File: src/rtl/mips_bus_pkg.sv
// Shared bus definitions for the data-memory arbiter: ownership states and
// memory write codes, plus the helper that turns a requester command into a safe write strobe.
package mips_bus_pkg;

    typedef enum logic {
        OWN_C = 1'b0,
        OWN_D = 1'b1
    } arb_state_e;

    typedef enum logic [1:0] {
        WE_NONE = 2'b00,
        WE_WORD = 2'b01,
        WE_BYTE = 2'b10,
        WE_RSVD = 2'b11
    } mem_we_e;

    // A write reaches memory only with a live request; the reserved code reads.
    function automatic logic [1:0] we_gate(input logic req, input logic [1:0] we);
        if (req && (we == WE_WORD || we == WE_BYTE)) begin
            return we;
        end
        return WE_NONE;
    endfunction

endpackage

File: src/rtl/arb_cnt.sv
// Arbiter counters: a loadable down-counter for the remaining DMA burst
// beats and a saturating up-counter for how long the DMA has been blocked.
module arb_cnt #(
    parameter int LEN_W    = 4,
    parameter int MAX_WAIT = 8
) (
    input  logic             clk,
    input  logic             rst,
    input  logic             i_load,
    input  logic [LEN_W-1:0] i_len,
    input  logic             i_dec,
    input  logic             i_inc,
    input  logic             i_clr,
    output logic             o_last,
    output logic             o_wait_thr
);

    localparam int                BEAT_W   = LEN_W + 1;
    localparam logic [BEAT_W-1:0] FULL_LEN = BEAT_W'(2**LEN_W);
    localparam logic [7:0]        WAIT_MAX = 8'(MAX_WAIT);
    localparam logic [7:0]        WAIT_THR = 8'(MAX_WAIT - 1);

    logic [BEAT_W-1:0] r_beats;
    logic [7:0]        r_wait;

    // NOTE: sequential state uses non-blocking assignments so every register
    // samples its inputs at the same edge regardless of statement order.
    always_ff @(posedge clk or negedge rst) begin
        if (!rst) begin
            r_beats <= '0;
        end else if (i_load) begin
            r_beats <= (i_len == '0) ? FULL_LEN : {1'b0, i_len};
        end else if (i_dec && r_beats != '0) begin
            r_beats <= r_beats - 1'b1;
        end
    end

    always_ff @(posedge clk or negedge rst) begin
        if (!rst) begin
            r_wait <= '0;
        end else if (i_clr) begin
            r_wait <= '0;
        end else if (i_inc && r_wait != WAIT_MAX) begin
            r_wait <= r_wait + 1'b1;
        end
    end

    assign o_last     = (r_beats == BEAT_W'(1));
    assign o_wait_thr = (r_wait == WAIT_THR);

endmodule

File: src/rtl/dm_arbiter.sv
// Two-port arbiter for the data memory: the CPU MEM stage owns the port by
// default, the DMA engine takes it for bursts when idle or after a bounded wait.
module dm_arbiter
    import mips_bus_pkg::*;
#(
    parameter int ADDR_W   = 10,
    parameter int MAX_WAIT = 8,
    parameter int LEN_W    = 4
) (
    input  logic              clk,
    input  logic              rst,
    input  logic              c_req,
    input  logic [ADDR_W-1:0] c_addr,
    input  logic [1:0]        c_boff,
    input  logic [1:0]        c_we,
    input  logic [31:0]       c_wd,
    output logic              c_ack,
    output logic              c_stall,
    input  logic              d_req,
    input  logic [LEN_W-1:0]  d_len,
    input  logic [ADDR_W-1:0] d_addr,
    input  logic [1:0]        d_boff,
    input  logic [1:0]        d_we,
    input  logic [31:0]       d_wd,
    output logic              d_ack,
    output logic              d_busy,
    output logic [31:0]       rdata,
    output logic [ADDR_W-1:0] dm_addr,
    output logic [1:0]        dm_boff,
    output logic [1:0]        dm_we,
    output logic [31:0]       dm_wd,
    input  logic [31:0]       dm_rd
);

    arb_state_e r_state;
    arb_state_e w_next_state;
    logic       w_load;
    logic       w_dec;
    logic       w_inc;
    logic       w_clr;
    logic       w_last;
    logic       w_wait_thr;

    arb_cnt #(
        .LEN_W    (LEN_W),
        .MAX_WAIT (MAX_WAIT)
    ) u_cnt (
        .clk        (clk),
        .rst        (rst),
        .i_load     (w_load),
        .i_len      (d_len),
        .i_dec      (w_dec),
        .i_inc      (w_inc),
        .i_clr      (w_clr),
        .o_last     (w_last),
        .o_wait_thr (w_wait_thr)
    );

    always_ff @(posedge clk or negedge rst) begin
        if (!rst) begin
            r_state <= OWN_C;
        end else begin
            r_state <= w_next_state;
        end
    end

    // NOTE: every signal written here gets a default first, so no path through
    // the case statement can leave one unassigned and infer a latch.
    always_comb begin
        w_next_state = r_state;
        w_load       = 1'b0;
        w_dec        = 1'b0;
        w_inc        = 1'b0;
        w_clr        = 1'b0;
        case (r_state)
            OWN_C: begin
                if (d_req && (!c_req || w_wait_thr)) begin
                    w_next_state = OWN_D;
                    w_load       = 1'b1;
                    w_clr        = 1'b1;
                end else if (d_req) begin
                    w_inc = 1'b1;
                end else begin
                    w_clr = 1'b1;
                end
            end
            OWN_D: begin
                w_dec = d_req;
                if (!d_req || w_last) begin
                    w_next_state = OWN_C;
                end
            end
            default: w_next_state = OWN_C;
        endcase
    end

    always_comb begin
        dm_addr = c_addr;
        dm_boff = c_boff;
        dm_wd   = c_wd;
        dm_we   = we_gate(c_req, c_we);
        c_ack   = c_req;
        c_stall = 1'b0;
        d_ack   = 1'b0;
        d_busy  = 1'b0;
        if (r_state == OWN_D) begin
            dm_addr = d_addr;
            dm_boff = d_boff;
            dm_wd   = d_wd;
            dm_we   = we_gate(d_req, d_we);
            c_ack   = 1'b0;
            c_stall = c_req;
            d_ack   = d_req;
            d_busy  = 1'b1;
        end
        // Held reset blocks every access even though the C port stays muxed in.
        if (!rst) begin
            dm_we   = WE_NONE;
            c_ack   = 1'b0;
            c_stall = 1'b0;
            d_ack   = 1'b0;
        end
    end

    assign rdata = dm_rd;

endmodule
File: config.mk
export PLATFORM = sky130hd
export DESIGN_NAME = dm_arbiter
export DESIGN_NICKNAME = d
export VERILOG_FILES = /design/src/rtl/mips_bus_pkg.sv /design/src/rtl/arb_cnt.sv /design/src/rtl/dm_arbiter.sv
export SDC_FILE = /design/constraint.sdc
export NUM_CORES = 1
export LEC_CHECK = 0
export CAP_MARGIN = 0
export CORE_AREA = 3 3 83 85
export CTS_BUF_LIST = sky130_fd_sc_hd__clkbuf_8
export CTS_CLUSTER_DIAMETER = 100
export DETAILED_ROUTE_END_ITERATION = 10
export DIE_AREA = 0 0 86 88
export PLACE_DENSITY = 0.83
export SKIP_CTS_REPAIR_TIMING = 1
export SLEW_MARGIN = 20
export SYNTH_ARGS = -nofsm -noshare
export SYNTH_HDL_FRONTEND = slang
export SYNTH_SLANG_ARGS = --single-unit
File: constraint.sdc
create_clock -name clk -period 3.6 [get_ports clk]
set_clock_uncertainty 0.2 [all_clocks]
set_input_delay 0.54 -clock clk [delete_from_list [all_inputs] [get_ports clk]]
set_output_delay 0.54 -clock clk [all_outputs]
set_load 0.1 [all_outputs]
==> reports/summary.txt <==
DR pass1 iterations -> 4
Final cell count without fillers -> 368
Final Net Count -> 428
Area grow syn2layout -> 78.36%
Die Y -> 88 µm
CP bufs+invs -> 2
Worst Path Arrival -> 2.12 ns
Max Root-Sink Buffers -> 2
Hold WC Path Type -> reg2reg
CP max-delay cell -> dfrtp_2
Crit path depth -> 3
Layout Utilization -> 0.4782
Port buffer count -> 149
Worst Hold Depth -> 1
Initial Util -> 0.2681
DIE AREA -> 0.007568 mm²
Share of cells above drive strength 1 -> 0.3746
Maximum number of pins on one net before global-route repair -> 44
FF-to-FF path depth -> 4
P_leak -> 0.001274 µW
Via/cell ratio -> 4.788
Post-Syn Area -> 0.001683 mm²
CP top delay family -> flip-flops
Core area -> 0.006277 mm²
Asr flop ratio synth -> 1.000
CP startpoint kind -> flip-flop
Clk Latency, worst-skew pair -> 0.25 ns
Htree depth -> 1
Placed Cells incl. Taps -> 364
Clock root buffer -> clkbuf_8
CTS tree -> yes
Endpoints failing hold -> 0
Library cells used by synthesis -> 43
Drt drc -> 0
Die Wd -> 86 µm
CP Class -> reg2out
Tot GR Track Use -> 0.1548
Synthesis Warnings -> 0
CP max stage delay -> 0.89 ns
Total negative slack -> 0 ns
First-pass GRT wire length -> 9142 µm
Iteration-0 DRC Markers -> 34
CTS Buf Count -> 3
Critical Path Most Common Cell -> buf_4
Post-synthesis sequential area ratio -> 0.2082
Avg Cell Area, Syn -> 9.562 µm²
Worst-margin pin slew -> 0.8153 ns
Yosys reg bits -> 14
Routed length per instance -> 17.24 µm
Filler cell count -> 575
Worst Path Max Fanout -> 43
Syn nets -> 312
HPWL after detailed placement -> 5541 µm
Via count -> 1,762
Vias in the first global route -> 1,744
Primary FF master, synth -> dfrtp_1
Sink Count -> 14
Post-Route WL -> 6345 µm
Site Rows -> 29
Final setup fails -> 0
Setup crit end kind -> output port
Status -> finished clean
Slew headroom -> 0.4565
Cells along the critical path -> buf_4 -> mux2_2 -> buf_4
Fmax -> 0.3492 GHz
Pins Over Slew Limit -> 0
Min Clock Period, post-route -> 2.864 ns
Cell Pwr Density -> 498.6 mW/mm²
Period utilization -> 0.7955
Clk slew on worst S/H paths -> 0.06 ns
RePlAce Congestion -> 0.7514
Gate Count Post-Synth -> 176
Required time of the critical path -> 2.86 ns
RSZ-0062 raised after global routing -> no
EDFF count, synth -> 0
Initial antenna violation count -> 0
Maxcap violations -> 0
N_diodes -> 0
VDD IR-drop max -> 293.8 µV
Final ANT Viol Nets -> 0
Io pins -> 214
Grt total ovfl -> 0
==> final timing paths <==
check	start	to	slack, ns
max in group asynchronous	rst	u_cnt.r_wait[5]	2.32
min	u_cnt.r_beats[1]	u_cnt.r_beats[1]	0.34
min in group asynchronous	rst	u_cnt.r_beats[1]	0.39
max	r_state	dm_wd[3]	0.74
min reg2reg	u_cnt.r_beats[1]	u_cnt.r_beats[1]	0.34
max reg2reg	r_state	u_cnt.r_beats[3]	1.43
==> where the power goes <==
group / internal, µW / switching (µW)
clock: 97.1 / 60.9
sequential: 186 / 57.8
combinational: 359 / 736
total: 642 / 855
==> placed cells by master (no fill, tap or decap), types with 2 or more instances in the layout <==
cell,count
clkbuf_8,4
buf_12,5
o31ai_1,2
o21ai_0,3
mux2_2,45
clkdlybuf4s50_1,99
a21o_1,3
ha_1,4
nor3_1,3
buf_4,47
o21a_1,4
xor2_1,4
dfrtp_1,13
nand3_1,2
nor2_1,7
and3_1,3
nand2_1,6
nand4_1,2
nor4bb_1,2
inv_1,6
mux2_4,3
nor3b_1,2
==> cells by family after synthesis <==
| group | synth area share |
|---|---|
| fa+ha+maj | 0.02974 |
| compound gates | 0.08997 |
| buf+inv | 0.1784 |
| simple gates | 0.1338 |
| flops | 0.2082 |
| mux | 0.3338 |
| xor+xnor | 0.02602 |
==> area by class of cell <==
| cell class | instances | area [µm²] | area share |
|---|---|---|---|
| clock buffer | 4 | 55.05 | 0.01834 |
| inverter | 6 | 22.52 | 0.007503 |
| multi-input combinational | 116 | 1032 | 0.3439 |
| sequential | 14 | 351.6 | 0.1171 |
| tap | 77 | 96.34 | 0.03210 |
| timing repair buffer | 151 | 1444 | 0.4810 |
==> state kept, by name, indices dropped and copies added (netlist names) <==
signal / count
u_cnt.r_beats: 5
u_cnt.r_wait: 8
r_state: 1
==> synthesized netlist by cell type (2+ instances only) <==
library cell	n	area, µm²
o21a_1	4	30.03
nand3_1	2	10.01
mux2_4	3	45.04
xor2_1	4	35.03
inv_1	6	22.52
o21ai_0	3	15.01
nand2_1	6	22.52
nand4_1	2	12.51
and3_1	3	18.77
dfrtp_1	14	350.3
nor3_1	3	15.01
buf_4	32	240.2
clkbuf_1	6	22.52
nor2_1	7	26.28
nor4bb_1	2	20.02
mux2_2	45	506.7
o31ai_1	2	15.01
nor3b_1	2	15.01
ha_1	4	50.05
a21o_1	3	22.52
==> per-stage QoR <==
| step | hold slack [ns] | total power [µW] | worst slack, ns | instance area (µm²) |
|---|---|---|---|---|
| 2_1_floorplan | 0.04441 | 1218 | 0.4371 | 1683 |
| 3_3_place_gp | 0.3164 | 1337 | 1.035 | 2947 |
| 3_5_place_dp | 0.3260 | 1348 | 0.9658 | 2947 |
| 4_1_cts | 0.3394 | 1507 | 0.7207 | 3002 |
| 5_1_grt | 0.3598 | 1556 | 0.6162 | 3002 |
| 6_report | 0.3353 | 1497 | 0.7361 | 3002 |
==> layer usage <==
metal  vias to the layer above  share of wire  routed length (µm)  GRT usage
li1                        830              -                   -          -
met1                       827           0.38                2429     0.1751
met2                       100           0.50                3183     0.2698
met3                         5           0.11                 685    0.06679
met4                         0         0.0072                  46    0.03597
met5                         -              0                   0          0
Power figures use the tool's default switching activity.
==> RTL edit 1 (config.mk and constraints unchanged) <==
`ADDR_W`: 10 -> 11.
--- a/src/rtl/dm_arbiter.sv
+++ b/src/rtl/dm_arbiter.sv
@@ -5,3 +5,3 @@
 #(
-    parameter int ADDR_W   = 10,
+    parameter int ADDR_W   = 11,
     parameter int MAX_WAIT = 8,
Ports: changed (resized c_addr, d_addr and dm_addr); port bits go from 214 to 217. The function was not compared with the original's and may differ.
==> RTL edit 1 against the original RTL <==
- routed wire length up 8.8%
- worst setup slack better by 0.033 ns
- power down 1.6%
- count of clock-buffer cells in the layout unchanged
- cell count up 0.82%
- critical path depth unchanged
- sequential cell count unchanged
- synthesized area up 0.15%
- die area unchanged
- sequential share of layout area down 0.17 points
- design area up 1.5%
- core utilization up 0.72 points
- synthesized cell count down 1.1%
- critical endpoint is now dm_wd[26]
- largest cell class unchanged
==> RTL edit 1: results (changes against the original RTL) <==
layout cells sized above 1 0.381 (+0.00638); DRT iter0 DRCs 99 (+190%); Total Nets Final 433 (+1.2%); Worst-Margin Slew 0.582 ns (-0.234 ns); fraction of area in multi-input gates 0.343 (-0.000567); Synth top cells by count mux2_2 (45), buf_4 (32), dfrtp_1 (14); area post-placement 2990 µm² (+1.5%); bufs w/o clock 154 (+2.0%); fillers 582 (+1.2%); PD cells 483 nW/µm² (-3.1%); CP max FO 30 (-30%); Detailed Place HPWL 5.89 mm (+6.4%); Seq area share 0.115 (-0.00173); ClkCell Share 0.0181 (-0.000271); Multi-In Gates 115 (-0.86%); Tot GR Track Use 0.161 (+0.00600); Placer Congestion 0.824 (+9.6%); max cap viols 0 (unchanged); Hold WC Path Type reg2reg; Placement Setup Slack 0.826 ns (-0.140 ns); CP endpoint dm_wd[26]; largest net degree at the start of global routing 31 (-30%); diode count 0 (unchanged); status finished, final reports clean; FF+latch area 352 µm² (unchanged); fin worst setup slack 0.769 ns (+0.0328 ns); Startpoint Class flop; library cells used by synthesis 35 (-19%); Inverters 7 (+1); Net Sw Frac 0.568 (-0.00305); Reg clk slew, reported paths 0.06 ns (about the same); Hold Path Sink u_cnt.r_wait[7]; overall routed net length 6.90 mm (+8.8%); EDFF count, synth 0 (unchanged); first-pass GRT wire length 9.23 mm (+0.98%); Cells after Synth 174 (-1.1%); Static Leak 0.00127 µW (-0.64%); Clk. pwr 158 µW (about the same); Post-Place Cells 367 (+0.82%); non-clk buf share 0.483 (+0.00192); Flop+latch power 232 µW (-5%); hold path cells 2 (+1); WL/cell 18.6 µm (+7.9%); Synth area leaders mux2_2 (30%), dfrtp_1 (21%), buf_4 (14%); VDD IR-drop max 0.000344 V (+17%); post-synthesis sequential area ratio 0.208 (-0.000309); Via density 4.71 (-1.7%); worst r2r path cells 4 (unchanged); Worst Min Path Start u_cnt.r_wait[7]; CP max stage delay 0.74 ns (-0.15 ns); critical path arrival 2.09 ns (-0.03 ns); Hold WS 0.362 ns (+0.0262 ns); number of port buffers 152 (+2.0%); Root Buffer clkbuf_8; vias in the first global route 1777 (+1.9%); CTS Buffer Depth 2 (unchanged); clock buffers 4 (unchanged)
RTL edit 1: changes by cell type after synthesis, sizes merged, moves of 2 or more:
cell     delta
clkbuf      -5
buf         +3
nand3       +3
xor2        -3
a21oi       +2
mux2i       +2
nand2       +2
nand2b      -2
nand4       -2
o21a        -2
o21ai       -2
o2bb2ai     +2
xnor2       +2
RTL edit 1: per-layer routing:
layer / global-route usage / up-vias / routed length [µm]
met5: 0 / - / 0
met4: 0.0532 / 0 / 98
met3: 0.122 / 9 / 1230
met2: 0.253 / 106 / 3280
met1: 0.166 / 799 / 2300
li1: - / 832 / -
RTL edit 1: logic make-up after synthesis:
family / after synthesis / synth area share
DFF: 14 / 0.208
muxes: 52 / 0.354
AOI/OAI and AO/OA: 17 / 0.0861
xor gates and xnor gates: 4 / 0.0208
buffers and inverters: 45 / 0.171
adders and majority gates: 4 / 0.0297
and+or+nand+nor: 38 / 0.130
==> RTL edit 2 (same flow settings) <==
Made on the original files. Make the reset (`rst`) synchronous in 3 clocked blocks.
--- a/src/rtl/arb_cnt.sv
+++ b/src/rtl/arb_cnt.sv
@@ -27,3 +27,3 @@
     // samples its inputs at the same edge regardless of statement order.
-    always_ff @(posedge clk or negedge rst) begin
+    always_ff @(posedge clk) begin
         if (!rst) begin
@@ -37,3 +37,3 @@
 
-    always_ff @(posedge clk or negedge rst) begin
+    always_ff @(posedge clk) begin
         if (!rst) begin
--- a/src/rtl/dm_arbiter.sv
+++ b/src/rtl/dm_arbiter.sv
@@ -58,3 +58,3 @@
 
-    always_ff @(posedge clk or negedge rst) begin
+    always_ff @(posedge clk) begin
         if (!rst) begin
Check against the original RTL: differs if rst is asserted again (counterexample within 4 cycles, from zero or initial values and one cycle with rst low); with rst held inactive, the same outputs for 10 cycles.
==> RTL edit 2 against the original RTL <==
- register-to-register slack improved by 0.22 ns
- power fell by 40%
- core utilization fell by 0.64 points
- routed wire length fell by 7.7%
- global-route usage fell by 0.92 points
- sequential cell count did not move
- worst setup slack improved by 0.10 ns
- fmax rose by 3.7%
- design area fell by 1.3%
- synthesized area fell by 1.1%
==> RTL edit 2: results (changes against the original RTL) <==
met2 Usage GRT 0.268 (-0.00140); vias in the first global route 1800 (+3.2%); Tot GR Track Use 0.146 (-0.00918); Compound-Gate Fraction of Synth Area 0.119 (+0.0288); Pre-antenna DRT Iters 4 (unchanged); area post-placement 2920 µm² (-0.89%); Post-Synth Adder-Cell Area 0.0301 (+0.000335); mapped cell area 1660 µm² (-1.1%); wl on met1 2.27 mm (-6.4%); VDD IR-drop max 0.000256 V (-13%); status finished, final reports clean; CP top delay family buffers and inverters; library cells used by synthesis 42 (-2.3%); Avg Inst Size Synth 8.49 µm² (-11%); M1 GR Usage 0.167 (-0.00801); fillers 580 (+0.87%); Max transition margin 0.350 (-0.107); Synth Area in XOR/XNOR 0.0211 (-0.00497); Via density 4.72 (-1.4%); Static Leak 0.00111 µW (-13%); WL met3 333 µm (-51%); CP max-delay cell clkdlybuf4s50_1; post-route insts no fill 386 (+4.9%); layout cells sized above 1 0.330 (-0.0445); DRT iter0 DRCs 74 (+120%); largest net degree at the start of global routing 56 (+27%); CTS Buffer Depth 2 (unchanged); Detailed Place HPWL 4.97 mm (-10%); Root Buffer clkbuf_8; CP max stage delay 0.61 ns (-0.28 ns); critical path arrival 2.02 ns (-0.10 ns); post-synth top area share 0.298 (-0.00337); met3 usage 0.0292 (-0.0376); dominant synthesized flop cell dfxtp_1; syn nets 332 (+6.4%); Hold WC Path Type reg2reg; Total Nets Final 447 (+4.4%); overall routed net length 5.85 mm (-7.7%); clock latency on the worst-skew pair 0.25 ns (about the same); met2 wire len 3.14 mm (-1.2%); post-synthesis sequential area ratio 0.168 (-0.0398); Synth top cells by count mux2_2 (44), buf_4 (32), dfxtp_1 (14); Post-Place Cells 383 (+5.2%); Synth area leaders mux2_2 (30%), dfxtp_1 (17%), buf_4 (14%); first-pass GRT wire length 8.75 mm (-4.3%); mux contribution to synthesized area 0.298 (-0.0361); diode count 0 (unchanged); CP max FO 8 (-81%); Placement Setup Slack 0.847 ns (-0.119 ns); ys async rst share 0 (-1.00); Placer Congestion 0.841 (+12%)
## RTL edit 2: worst paths after layout
| check | start | endpoint | slack (ns) | cells after the start |
|---|---|---|---|---|
| max | c_req | dm_we[1] | 0.84 | 5 |
| min | u_cnt.r_wait[7] | u_cnt.r_wait[7] | 0.33 | 2 |
| max reg2reg | u_cnt.r_wait[4] | u_cnt.r_wait[4] | 1.65 | 4 |
| min reg2reg | u_cnt.r_wait[7] | u_cnt.r_wait[7] | 0.33 | 2 |
## RTL edit 2: final cells by class
| type | count | area (µm²) | area share |
|---|---|---|---|
| Tap cell | 77 | 96.3 | 0.0325 |
| Clock buffer | 3 | 41.3 | 0.0139 |
| Sequential cell | 14 | 282 | 0.0951 |
| Multi-Input combinational cell | 136 | 1090 | 0.369 |
| Inverter | 6 | 22.5 | 0.00760 |
| Timing Repair Buffer | 150 | 1430 | 0.482 |
## RTL edit 2: where the power goes
part	internal, µW	switching, µW
sequential	159	4.60
clock	74.2	59.2
combinational	201	393
